<file path="config.mk">
export PLATFORM = sky130hd
export DESIGN_NAME = mem_arbiter_flat
export DESIGN_NICKNAME = d
export VERILOG_FILES = /design/src/rtl/mem_arbiter_if.sv /design/src/rtl/mem_arbiter.sv /design/src/flat_wrapper.sv
export SDC_FILE = /design/constraint.sdc
export NUM_CORES = 1
export LEC_CHECK = 0
export ABC_AREA = 1
export BUFFER_PORTS_ARGS = -buffer_cell sky130_fd_sc_hd__buf_2
export CORE_UTILIZATION = 35
export DETAILED_ROUTE_END_ITERATION = 6
export GPL_TIMING_DRIVEN = 1
export PLACE_DENSITY = 0.61
export SETUP_SLACK_MARGIN = 0.02
export SLEW_MARGIN = 40
export SYNTH_ARGS = -nofsm -noshare
export SYNTH_HDL_FRONTEND = slang
export SYNTH_SLANG_ARGS = --single-unit
</file>
<file path="constraint.sdc">
create_clock -name CLK -period 2.05 [get_ports CLK]
set_clock_uncertainty 0.1 [all_clocks]
set_input_delay 0 -clock CLK [delete_from_list [all_inputs] [get_ports CLK]]
set_output_delay 0 -clock CLK [all_outputs]
set_load 0.05 [all_outputs]
</file>
<file path="src/rtl/mem_arbiter_if.sv">
// Bundle of the two cache-side memory ports and the main-memory port that
// meet at the arbiter. The slave modport is the arbiter's view; the master
// modport is the view of everything around it (both caches and the memory).
interface mem_arbiter_if #(
    parameter int ADDR_W = 6,
    parameter int DATA_W = 32
);
    // Data cache port
    logic              d_READ;
    logic              d_WRITE;
    logic [ADDR_W-1:0] d_ADDRESS;
    logic [DATA_W-1:0] d_WRITEDATA;
    logic [DATA_W-1:0] d_READDATA;
    logic              d_BUSYWAIT;

    // Instruction cache port (read-only)
    logic              i_READ;
    logic [ADDR_W-1:0] i_ADDRESS;
    logic [DATA_W-1:0] i_READDATA;
    logic              i_BUSYWAIT;

    // Main memory port
    logic              mem_READ;
    logic              mem_WRITE;
    logic [ADDR_W-1:0] mem_ADDRESS;
    logic [DATA_W-1:0] mem_WRITEDATA;
    logic [DATA_W-1:0] mem_READDATA;
    logic              mem_BUSYWAIT;
    logic              mem_TIMEOUT;

    modport slave (
        input  d_READ, d_WRITE, d_ADDRESS, d_WRITEDATA,
        output d_READDATA, d_BUSYWAIT,
        input  i_READ, i_ADDRESS,
        output i_READDATA, i_BUSYWAIT,
        output mem_READ, mem_WRITE, mem_ADDRESS, mem_WRITEDATA, mem_TIMEOUT,
        input  mem_READDATA, mem_BUSYWAIT
    );

    modport master (
        output d_READ, d_WRITE, d_ADDRESS, d_WRITEDATA,
        input  d_READDATA, d_BUSYWAIT,
        output i_READ, i_ADDRESS,
        input  i_READDATA, i_BUSYWAIT,
        input  mem_READ, mem_WRITE, mem_ADDRESS, mem_WRITEDATA, mem_TIMEOUT,
        output mem_READDATA, mem_BUSYWAIT
    );
endinterface

</file>
<file path="src/rtl/mem_arbiter.sv">
// Round-robin arbiter sharing one block-wide main memory between the
// instruction cache (reads only) and the data cache (reads and write-backs).
// One block transfer at a time; a watchdog flags a memory that never
// drops its busywait.
module mem_arbiter #(
    parameter int ADDR_W  = 6,
    parameter int DATA_W  = 32,
    parameter int TIMEOUT = 255
) (
    input logic         CLK,
    input logic         RESET,
    mem_arbiter_if.slave bus
);

    localparam int CNT_W = $clog2(TIMEOUT + 1);

    typedef enum logic [2:0] {
        IDLE,
        GRANT_D,
        GRANT_I,
        DONE_D,
        DONE_I
    } state_e;

    typedef enum logic {
        OWNER_D,
        OWNER_I
    } owner_e;

    state_e            state_q;
    owner_e            last_grant_q;
    logic              first_q;      // high during the first cycle of a grant
    logic [CNT_W-1:0]  wd_cnt_q;
    logic              timeout_q;
    logic              mem_read_q;
    logic              mem_write_q;
    logic [ADDR_W-1:0] mem_addr_q;
    logic [DATA_W-1:0] mem_wdata_q;
    logic [DATA_W-1:0] d_rdata_q;
    logic [DATA_W-1:0] i_rdata_q;

    logic d_req;
    logic i_req;
    logic pick_d;

    // Request decode and round-robin choice for the next grant out of IDLE.
    // NOTE: every signal driven here gets a value on every path, so no latch can be inferred.
    always_comb begin
        d_req  = bus.d_READ | bus.d_WRITE;
        i_req  = bus.i_READ;
        // D wins when alone, or on a tie when I was served last.
        pick_d = d_req & (~i_req | (last_grant_q == OWNER_I));
    end

    // Arbitration FSM with registered memory strobes, returned data and watchdog.
    // NOTE: sequential state uses non-blocking assignments only, so every register samples pre-edge values.
    always_ff @(posedge CLK) begin
        if (RESET) begin
            state_q      <= IDLE;
            last_grant_q <= OWNER_I;
            first_q      <= 1'b0;
            wd_cnt_q     <= '0;
            timeout_q    <= 1'b0;
            mem_read_q   <= 1'b0;
            mem_write_q  <= 1'b0;
            mem_addr_q   <= '0;
            mem_wdata_q  <= '0;
            d_rdata_q    <= '0;
            i_rdata_q    <= '0;
        end else begin
            unique case (state_q)
                IDLE: begin
                    if (d_req | i_req) begin
                        first_q  <= 1'b1;
                        wd_cnt_q <= '0;
                        if (pick_d) begin
                            state_q     <= GRANT_D;
                            mem_addr_q  <= bus.d_ADDRESS;
                            // Read and write together is a write-back.
                            mem_read_q  <= bus.d_READ & ~bus.d_WRITE;
                            mem_write_q <= bus.d_WRITE;
                            mem_wdata_q <= bus.d_WRITE ? bus.d_WRITEDATA : '0;
                        end else begin
                            state_q     <= GRANT_I;
                            mem_addr_q  <= bus.i_ADDRESS;
                            mem_read_q  <= 1'b1;
                            mem_write_q <= 1'b0;
                            mem_wdata_q <= '0;
                        end
                    end
                end

                GRANT_D, GRANT_I: begin
                    first_q <= 1'b0;
                    if (bus.mem_BUSYWAIT) begin
                        // Watchdog: saturating count of busy grant cycles;
                        // the flag sets on the edge the count reaches TIMEOUT.
                        if (wd_cnt_q != CNT_W'(TIMEOUT)) begin
                            wd_cnt_q <= wd_cnt_q + CNT_W'(1);
                        end
                        if (wd_cnt_q == CNT_W'(TIMEOUT - 1)) begin
                            timeout_q <= 1'b1;
                        end
                    end else if (!first_q) begin
                        // Busywait on the first grant cycle is still settling
                        // from the previous access, so completion waits a cycle.
                        mem_read_q  <= 1'b0;
                        mem_write_q <= 1'b0;
                        if (state_q == GRANT_D) begin
                            state_q      <= DONE_D;
                            last_grant_q <= OWNER_D;
                            if (mem_read_q) begin
                                d_rdata_q <= bus.mem_READDATA;
                            end
                        end else begin
                            state_q      <= DONE_I;
                            last_grant_q <= OWNER_I;
                            i_rdata_q    <= bus.mem_READDATA;
                        end
                    end
                end

                DONE_D, DONE_I: begin
                    state_q <= IDLE;
                end

                default: begin
                    state_q <= IDLE;
                end
            endcase
        end
    end

    // A requester is stalled whenever it asks, except in its own DONE cycle.
    assign bus.d_BUSYWAIT    = d_req & (state_q != DONE_D);
    assign bus.i_BUSYWAIT    = i_req & (state_q != DONE_I);

    assign bus.d_READDATA    = d_rdata_q;
    assign bus.i_READDATA    = i_rdata_q;
    assign bus.mem_READ      = mem_read_q;
    assign bus.mem_WRITE     = mem_write_q;
    assign bus.mem_ADDRESS   = mem_addr_q;
    assign bus.mem_WRITEDATA = mem_wdata_q;
    assign bus.mem_TIMEOUT   = timeout_q;

endmodule

</file>
<file path="src/flat_wrapper.sv">
// flat-port wrapper written by rule: the top's interface ports become plain ports
module mem_arbiter_flat 
#(
    parameter int ADDR_W  = 6,
    parameter int DATA_W  = 32,
    parameter int TIMEOUT = 255
)
  (CLK, RESET, bus_d_READ, bus_d_WRITE, bus_d_ADDRESS, bus_d_WRITEDATA, bus_d_READDATA, bus_d_BUSYWAIT, bus_i_READ, bus_i_ADDRESS, bus_i_READDATA, bus_i_BUSYWAIT, bus_mem_READ, bus_mem_WRITE, bus_mem_ADDRESS, bus_mem_WRITEDATA, bus_mem_TIMEOUT, bus_mem_READDATA, bus_mem_BUSYWAIT);
  mem_arbiter_if #(.ADDR_W(ADDR_W), .DATA_W(DATA_W)) bus_i ();
  input logic CLK;
  input logic RESET;
  input wire logic [$bits(bus_i.d_READ)-1:0] bus_d_READ;
  input wire logic [$bits(bus_i.d_WRITE)-1:0] bus_d_WRITE;
  input wire logic [$bits(bus_i.d_ADDRESS)-1:0] bus_d_ADDRESS;
  input wire logic [$bits(bus_i.d_WRITEDATA)-1:0] bus_d_WRITEDATA;
  output wire logic [$bits(bus_i.d_READDATA)-1:0] bus_d_READDATA;
  output wire logic [$bits(bus_i.d_BUSYWAIT)-1:0] bus_d_BUSYWAIT;
  input wire logic [$bits(bus_i.i_READ)-1:0] bus_i_READ;
  input wire logic [$bits(bus_i.i_ADDRESS)-1:0] bus_i_ADDRESS;
  output wire logic [$bits(bus_i.i_READDATA)-1:0] bus_i_READDATA;
  output wire logic [$bits(bus_i.i_BUSYWAIT)-1:0] bus_i_BUSYWAIT;
  output wire logic [$bits(bus_i.mem_READ)-1:0] bus_mem_READ;
  output wire logic [$bits(bus_i.mem_WRITE)-1:0] bus_mem_WRITE;
  output wire logic [$bits(bus_i.mem_ADDRESS)-1:0] bus_mem_ADDRESS;
  output wire logic [$bits(bus_i.mem_WRITEDATA)-1:0] bus_mem_WRITEDATA;
  output wire logic [$bits(bus_i.mem_TIMEOUT)-1:0] bus_mem_TIMEOUT;
  input wire logic [$bits(bus_i.mem_READDATA)-1:0] bus_mem_READDATA;
  input wire logic [$bits(bus_i.mem_BUSYWAIT)-1:0] bus_mem_BUSYWAIT;
  assign bus_i.d_READ = bus_d_READ;
  assign bus_i.d_WRITE = bus_d_WRITE;
  assign bus_i.d_ADDRESS = bus_d_ADDRESS;
  assign bus_i.d_WRITEDATA = bus_d_WRITEDATA;
  assign bus_d_READDATA = bus_i.d_READDATA;
  assign bus_d_BUSYWAIT = bus_i.d_BUSYWAIT;
  assign bus_i.i_READ = bus_i_READ;
  assign bus_i.i_ADDRESS = bus_i_ADDRESS;
  assign bus_i_READDATA = bus_i.i_READDATA;
  assign bus_i_BUSYWAIT = bus_i.i_BUSYWAIT;
  assign bus_mem_READ = bus_i.mem_READ;
  assign bus_mem_WRITE = bus_i.mem_WRITE;
  assign bus_mem_ADDRESS = bus_i.mem_ADDRESS;
  assign bus_mem_WRITEDATA = bus_i.mem_WRITEDATA;
  assign bus_mem_TIMEOUT = bus_i.mem_TIMEOUT;
  assign bus_i.mem_READDATA = bus_mem_READDATA;
  assign bus_i.mem_BUSYWAIT = bus_mem_BUSYWAIT;
  mem_arbiter #(.ADDR_W(ADDR_W), .DATA_W(DATA_W), .TIMEOUT(TIMEOUT)) u_core (.CLK(CLK), .RESET(RESET), .bus(bus_i));
endmodule
</file>
Yosys cells after proc, flatten, opt, wreduce, memory -nomap -nowiden --
Cells that the tools add are included.
Operators by class: bitwise operators 12, equality and inequality tests 11, add/sub/neg operators 1, mux-type cells 24, reduce and logical (&&, ||, !) cells 12
Operators with widths (count):
- $mux W32 | 2
- $mux W8 | 3
- $pmux W8 S2 | 1
- $mux W3 | 4
- $reduce_and A4 Y1 | 3
- $reduce_and A3 Y1 | 3
- $add A8 B1 Y8 const B | 1
- $eq A8 B8 Y1 const B | 1
- $mux W1 | 8
- $ne A8 B8 Y1 const B | 1
- $mux W6 | 1
- $ne A2 B2 Y1 const B | 3
- $pmux W1 S2 | 3
- $pmux W3 S2 | 1
- $not A1 Y1 | 5
- $reduce_and A5 Y1 | 1
- $and A1 B1 Y1 | 4
- $ne A2 B1 Y1 const B | 2
- $reduce_and A2 Y1 | 2
- $eq A3 B1 Y1 const B | 1
- $eq A3 B2 Y1 const B | 1
- $logic_not A3 Y1 | 1
- $ne A3 B2 Y1 const B | 1
- $ne A3 B3 Y1 const B | 1
- other kinds (4) | 6
Word-level totals: input port bits 82, output and inout bits 107, flip-flop bits (word level) 118, word-level logic and storage cells 71

Logic depth before layout (Yosys ltp) --
Gate-level depths: netlist (run 1).
depth in word-level cells 6, depth in mapped cells 10, gate-level depth less buffers 10

Worst setup path after synthesis (run 1) --
Ideal clock, no wire load.
path type register to register, start register u_core.mem_read_q (netlist: u_core.bus.mem_READ), end register u_core.d_rdata_q[10] (netlist: u_core.bus.d_READDATA[10]), arrival 1416 ps, buffers on the path 1, clock period less this slack 1632 ps, required time 1834 ps, library setup time 116 ps, cell stages (with the launch flop) 7, slack 418 ps, cell sequence dfxtp_1 inv_1 nor3_4 inv_1 buf_6 nor2_1 nor2_1
Between the ends: longest elaborated chain between the ends 1
RTL lines:
- start: declaration | line mem_arbiter.sv:35 | logic mem_read_q;
- start signal: assignment | line mem_arbiter.sv:80 | mem_read_q <= bus.d_READ & ~bus.d_WRITE;
- $reduce_and A5 Y1 (no source line)
- end signal: assignment | line mem_arbiter.sv:113 | d_rdata_q <= bus.mem_READDATA;
- end: declaration | line mem_arbiter.sv:39 | logic [DATA_W-1:0] d_rdata_q;
Every way passes these cells. A chain may end at the register's enable or synchronous reset.

Worst setup path in the final report (run 1) --
start input bus_d_READ, end register u_core.first_q
Between the ends: longest elaborated chain between the ends 4
RTL lines:
- start: declaration | line flat_wrapper.sv:12 | input wire logic [$bits(bus_i.d_READ)-1:0] bus_d_READ;
- $or A1 B1 Y1 | line mem_arbiter.sv:49 | d_req = bus.d_READ | bus.d_WRITE;
- $or A1 B1 Y1 | line mem_arbiter.sv:73 | if (d_req | i_req) begin
- $ne A2 B1 Y1 (no source line)
- $reduce_and A2 Y1 (no source line)
- end signal: assignment | line mem_arbiter.sv:61 | first_q <= 1'b0;
- end signal: assignment | line mem_arbiter.sv:74 | first_q <= 1'b1;
- end signal: assignment | line mem_arbiter.sv:94 | first_q <= 1'b0;
- end: declaration | line mem_arbiter.sv:32 | logic first_q;
Every way passes these cells.

==> results of run 1 <==
==> path summary, 6_finish.rpt <==
path / end / slack [ns]
setup reg to reg: u_core.bus.mem_ADDRESS[5] / 0.39
hold / removal: u_core.state_q[0] / 0.09
setup / recovery: u_core.first_q / 0.16
hold reg to reg: u_core.bus.i_READDATA[2] / 0.34
==> critical path, delay by kind of cell <==
family,cells,cell delay (ns)
compound gates,1,0.12
simple gates,4,0.41
buf+inv,5,1.55
==> through the flow <==
step                cells  power [mW]  hold WS, ns
detailed placement    931        5.02        0.147
global route         1047        8.33        0.123
floorplan             598        4.48       0.0349
CTS                  1047        7.92        0.108
global placement      931        4.98        0.135
finish               1047        7.90       0.0907
==> power by group <==
part / switching, mW / internal, mW
logic: 1.71 / 0.708
clock network: 1.01 / 1.73
registers: 0.167 / 2.57
==> timing repair <==
action                                  in CTS  in global routing
endpoints found under the setup margin       0                 40
resized for setup                            0                  6
hold endpoints to repair                   112                  0
setup buffers                                0                  0
hold buffers                                86                  0
==> layer usage <==
| layer | vias to the layer above | part of all wire |
|---|---|---|
| met5 | - | 0 |
| met4 | 0 | 0.022 |
| met3 | 31 | 0.079 |
| met2 | 183 | 0.48 |
| met1 | 2254 | 0.42 |
| li1 | 2481 | - |
==> layout make-up <==
| class | instances | share of cell area |
|---|---|---|
| Tap cell | 172 | 0.0302 |
| Sequential cell | 118 | 0.332 |
| Clock buffer | 21 | 0.0661 |
| Multi-Input combinational cell | 387 | 0.260 |
| Timing Repair Buffer | 284 | 0.270 |
| Inverter | 56 | 0.0306 |
| Clock inverter | 9 | 0.0111 |
==> synthesized netlist by cell type (all sizes together) <==
master | n | area share
a21boi | 1 | 0.0016
a21oi | 87 | 0.098
a31oi | 3 | 0.0041
buf | 25 | 0.035
clkbuf | 12 | 0.0098
dfxtp | 118 | 0.51
ha | 2 | 0.0054
inv | 56 | 0.047
nand2 | 80 | 0.071
nand3 | 47 | 0.054
nand4 | 1 | 0.0014
nor2 | 89 | 0.073
nor3 | 3 | 0.0068
o21ai | 73 | 0.079
xnor2 | 1 | 0.0019
==> sequential cells by signal (all words and copies together), names as in the netlist <==
signal / cells
u_core.state_q: 3
u_core.bus.mem_TIMEOUT: 1
u_core.bus.d_READDATA: 32
u_core.bus.mem_WRITEDATA: 32
u_core.first_q: 1
u_core.bus.mem_ADDRESS: 6
u_core.last_grant_q: 1
u_core.wd_cnt_q: 8
u_core.bus.mem_READ: 1
u_core.bus.i_READDATA: 32
u_core.bus.mem_WRITE: 1
==> logic make-up after synthesis <==
kind of cell    after synthesis  synth area share
flops                       118             0.512
simple gates                220             0.206
fa+ha+maj                     2           0.00542
compound gates              164             0.183
buf+inv                      93            0.0916
xor+xnor                      1           0.00190
==> flow_summary.json, run 1 <==
{
  "status": "finished clean",
  "syn_area_sq_um": 4620,
  "grt_max_degree": 76,
  "worst_slew_pin_slew_ns": 0.478,
  "wl_per_cell_microns": 13.0,
  "ys_types": 26,
  "use_met3": 0.0721,
  "rsz0062_at_grt": "false",
  "yosysSeqAreaShare": 0.512,
  "io_pins": 189,
  "slew_headroom": 0.681,
  "critPathLaunch": "bus_d_READ",
  "hp-class": "in2reg",
  "fin_tns_setup_ns": 0,
  "cts_buffers": 17,
  "finalHoldViolCount": 0,
  "drc": 0,
  "crit_chain": "dlygate4sd3_1 > buf_2 > nor2_4 > dlygate4sd3_1 > nand2_1 > nand2_4 > inv_4 > buf_12 > a21oi_1 > nor2_1",
  "cp.arrival_ns": 2.07,
  "cp_slowest_cell": "dlygate4sd3_1",
  "dr.first_iter.drc_count": 231,
  "finish.utilization": 0.559,
  "busiest_layer": "met2",
  "grt_pass1_vias": 4664,
  "fmax_mhz": 528,
  "met1_usage": 0.231,
  "synth_cells": 598,
  "gp_congestion": 0.786,
  "drive_above_1_share": 0.283,
  "powerDensity_nw_per_um2": 1110,
  "synthToLayoutAreaGrowth_pct": 54.1,
  "holdCritStartpoint": "bus_d_WRITE",
  "seq_area_sq_um": 2360,
  "mappedNetlistNets": 682,
  "die_h_microns": 117,
  "setup_viol": 0,
  "hold_depth": 6,
  "grt_pass1_wl_mm": 21.6,
  "yosysWarnings": 0,
  "nFillCells": 1162,
  "coreArea_sq_um": 12700,
  "start_kind": "input port",
  "multi_input_area_sq_um": 1850,
  "leakage_nw": 3.31,
  "row_count": 41,
  "place_area_sq_um": 5690,
  "fin_crit_sh": 0.924,
  "cts.sinks": 118,
  "dp_slack_ns": 0.443,
  "clkTransAtPathRegs_ns": 0.05,
  "cts_tree": "done",
  "antenna_found_initial": 0,
  "routed_wl_mm": 13.6,
  "crit_required_ns": 2.23,
  "cp_common_cell": "dlygate4sd3_1",
  "num_vias": 4949,
  "cp_max_fo": 23,
  "final_cell_area_sq_um": 7120,
  "max_stage_delay_ns": 0.59,
  "first_pass_iters": 4,
  "grt-ovfl-total": 0,
  "ff2ff_path_depth": 6,
  "drv_slew": 0,
  "vias_per_cell": 4.73,
  "start_util": 0.363,
  "die_area_sq_um": 13700,
  "r2r_start": "u_core.last_grant_q",
  "cts-root-buf": "clkbuf_16",
  "final_common_cell": "buf_2",
  "antenna_left": 0,
  "drv_cap": 0,
  "irDropWorstVdd_v": 0.000702,
  "crit_type": "in2reg",
  "grtUsageMet2": 0.340,
  "diodes": 0,
  "dpl.hpwl_mm": 8.36,
  "synth-seq-cells": 118,
  "h-tree-depth": 4,
  "io_buffers": 188,
  "fin_ws_ns": 0.156,
  "grtUsageTotal": 0.204,
  "final_nets": 948,
  "layout_common_cells": "188 x buf_2, 118 x dfxtp_1, 87 x nor2_1",
  "clock_latency_ns": 0.41,
  "endpoint_kind": "flop",
  "die_w_microns": 117,
  "clockBufferDepth": 2,
  "period_needed_ns": 1.89,
  "syn_area_per_cell_sq_um": 7.72
}
Power figures use the tool's default switching activity.
==> inputs of run 2 (changes only) <==
- PLACE_DENSITY: 0.61 -> 0.59
==> run 2 against run 1 <==
Net effect:
- clock-buffer cell count grew 4
- sequential cell count is the same
- via count shrank 0.71%
- setup slack lost 0.017 ns
- combinational power is essentially flat
- design area grew 1.2%
- worst hold slack gained 0.034 ns
- sequential share of layout area shrank 0.41 points
- critical path depth shrank 1
- sequential power is essentially flat
- power grew 6.1%
==> flow_summary.json, run 2 (synthesized netlist as in run 1, its figures left out) <==
{
  "gp_congestion": 0.803,
  "io_pins": 189,
  "period_needed_ns": 1.91,
  "irDropWorstVdd_v": 0.000535,
  "hp-class": "in2reg",
  "layout_common_cells": "188 x buf_2, 118 x dfxtp_1, 87 x nor2_1",
  "crit_chain": "dlygate4sd3_1 > buf_2 > nor2_2 > dlygate4sd3_1 > nand2_1 > nand2_2 > buf_6 > nand2_1 > a21oi_1",
  "critPathLaunch": "bus_d_WRITE",
  "io_buffers": 188,
  "first_pass_iters": 4,
  "coreArea_sq_um": 12700,
  "row_count": 41,
  "final_nets": 948,
  "drv_slew": 0,
  "die_h_microns": 117,
  "cts-root-buf": "clkbuf_16",
  "clock_latency_ns": 0.41,
  "wl_per_cell_microns": 13.0,
  "cts_buffers": 17,
  "num_vias": 4914,
  "cp_max_fo": 38,
  "critPathBufInv": 4,
  "grt_max_degree": 67,
  "status": "finished clean",
  "antenna_left": 0,
  "start_kind": "input port",
  "cts_tree": "done",
  "drive_above_1_share": 0.284,
  "hold_depth": 6,
  "clkTransAtPathRegs_ns": 0.05,
  "routed_wl_mm": 13.7,
  "worst_slew_pin_slew_ns": 0.469,
  "die_area_sq_um": 13700,
  "powerDensity_nw_per_um2": 1160,
  "antenna_found_initial": 0,
  "die_w_microns": 117,
  "holdCritStartpoint": "bus_d_READ",
  "cp_slowest_cell": "dlygate4sd3_1",
  "cp.depth": 9,
  "cp.arrival_ns": 2.15,
  "setup_viol": 0,
  "crit_required_ns": 2.29,
  "synthToLayoutAreaGrowth_pct": 56.1,
  "place_area_sq_um": 5690,
  "postCtsSetupBuffers": 0,
  "cts.sinks": 118,
  "grtUsageTotal": 0.203,
  "rsz0062_at_grt": "false",
  "finalHoldViolCount": 0,
  "start_util": 0.363,
  "clockBufferDepth": 2,
  "dpl.hpwl_mm": 8.45,
  "slew_headroom": 0.688,
  "grt_pass1_wl_mm": 21.6,
  "drc": 0,
  "leakage_nw": 3.36,
  "dr.first_iter.drc_count": 194,
  "vias_per_cell": 4.68,
  "crit_family": "buffers and inverters",
  "fmax_mhz": 523,
  "fin_tns_setup_ns": 0,
  "final_cell_area_sq_um": 7210,
  "ff2ff_path_depth": 10,
  "fin_crit_sh": 0.932,
  "endpoint_kind": "flop",
  "final_common_cell": "buf_2",
  "nFillCells": 1149,
  "grt-ovfl-total": 0,
  "drv_cap": 0,
  "crit_type": "in2reg",
  "r2r_start": "u_core.wd_cnt_q[1]",
  "grt_pass1_vias": 4722,
  "h-tree-depth": 4,
  "diodes": 0,
  "max_stage_delay_ns": 0.57,
  "power_mw": 8.38
}
## run 2: cell type report
cell class              count  area [sq um]  area share
well taps                 172           215      0.0299
inverters                  56           215      0.0299
flip-flops and latches    118          2360       0.328
clock buffers              25           515      0.0715
repair buffers            284          1920       0.266
clock inverters             7           139      0.0193
multi-input cells         387          1840       0.255
## run 2: where the power goes
part | switching (mW) | leakage (nW) | internal, mW
registers | 0.169 | 0.959 | 2.57
clock network | 1.01 | 0.323 | 2.23
logic | 1.71 | 2.08 | 0.698
total | 2.89 | 3.36 | 5.49
## run 2: repair_timing
item / CTS / global route
hold buffers: 86 / 0
endpoints found under the hold margin: 106 / 0
resized for setup: 0 / 1
endpoints found under the setup margin: 0 / 37
## run 2: worst register-to-register path, cell delays in order, from the launching register on
cell and delay [ns]:
dfxtp_1 0.40, ha_1 0.21, inv_1 0.06, nor2_2 0.17
nand2_1 0.08, nand2_1 0.08, nand2_2 0.12, nand2_4 0.15
nand2_1 0.06, nand2_1 0.06, nor2_1 0.04
## run 2: path summary, 6_finish.rpt
check                                endpoint  slack [ns]
setup reg to reg           u_core.wd_cnt_q[6]        0.41
hold / removal              u_core.state_q[0]        0.13
hold reg to reg     u_core.bus.i_READDATA[23]        0.34
setup / recovery  u_core.bus.mem_WRITEDATA[3]        0.14
## run 2: per-layer routing
metal / up-vias / GRT usage / routed length, microns
li1: 2484 / - / -
met1: 2206 / 0.223 / 5730
met2: 188 / 0.344 / 6480
met3: 36 / 0.0736 / 1100
met4: 0 / 0.106 / 357
met5: - / 0 / 0
## run 2: through the flow
| step | utilization | setup WS (ns) | hold slack, ns | cells |
|---|---|---|---|---|
| floorplan | - | 0.418 | 0.0349 | 598 |
| global route | 0.566 | 0.0340 | 0.165 | 1049 |
| detailed placement | 0.447 | 0.443 | 0.141 | 931 |
| CTS | 0.566 | 0.0795 | 0.115 | 1049 |
| finish | 0.566 | 0.139 | 0.125 | 1049 |
| global placement | 0.447 | 0.528 | 0.138 | 931 |
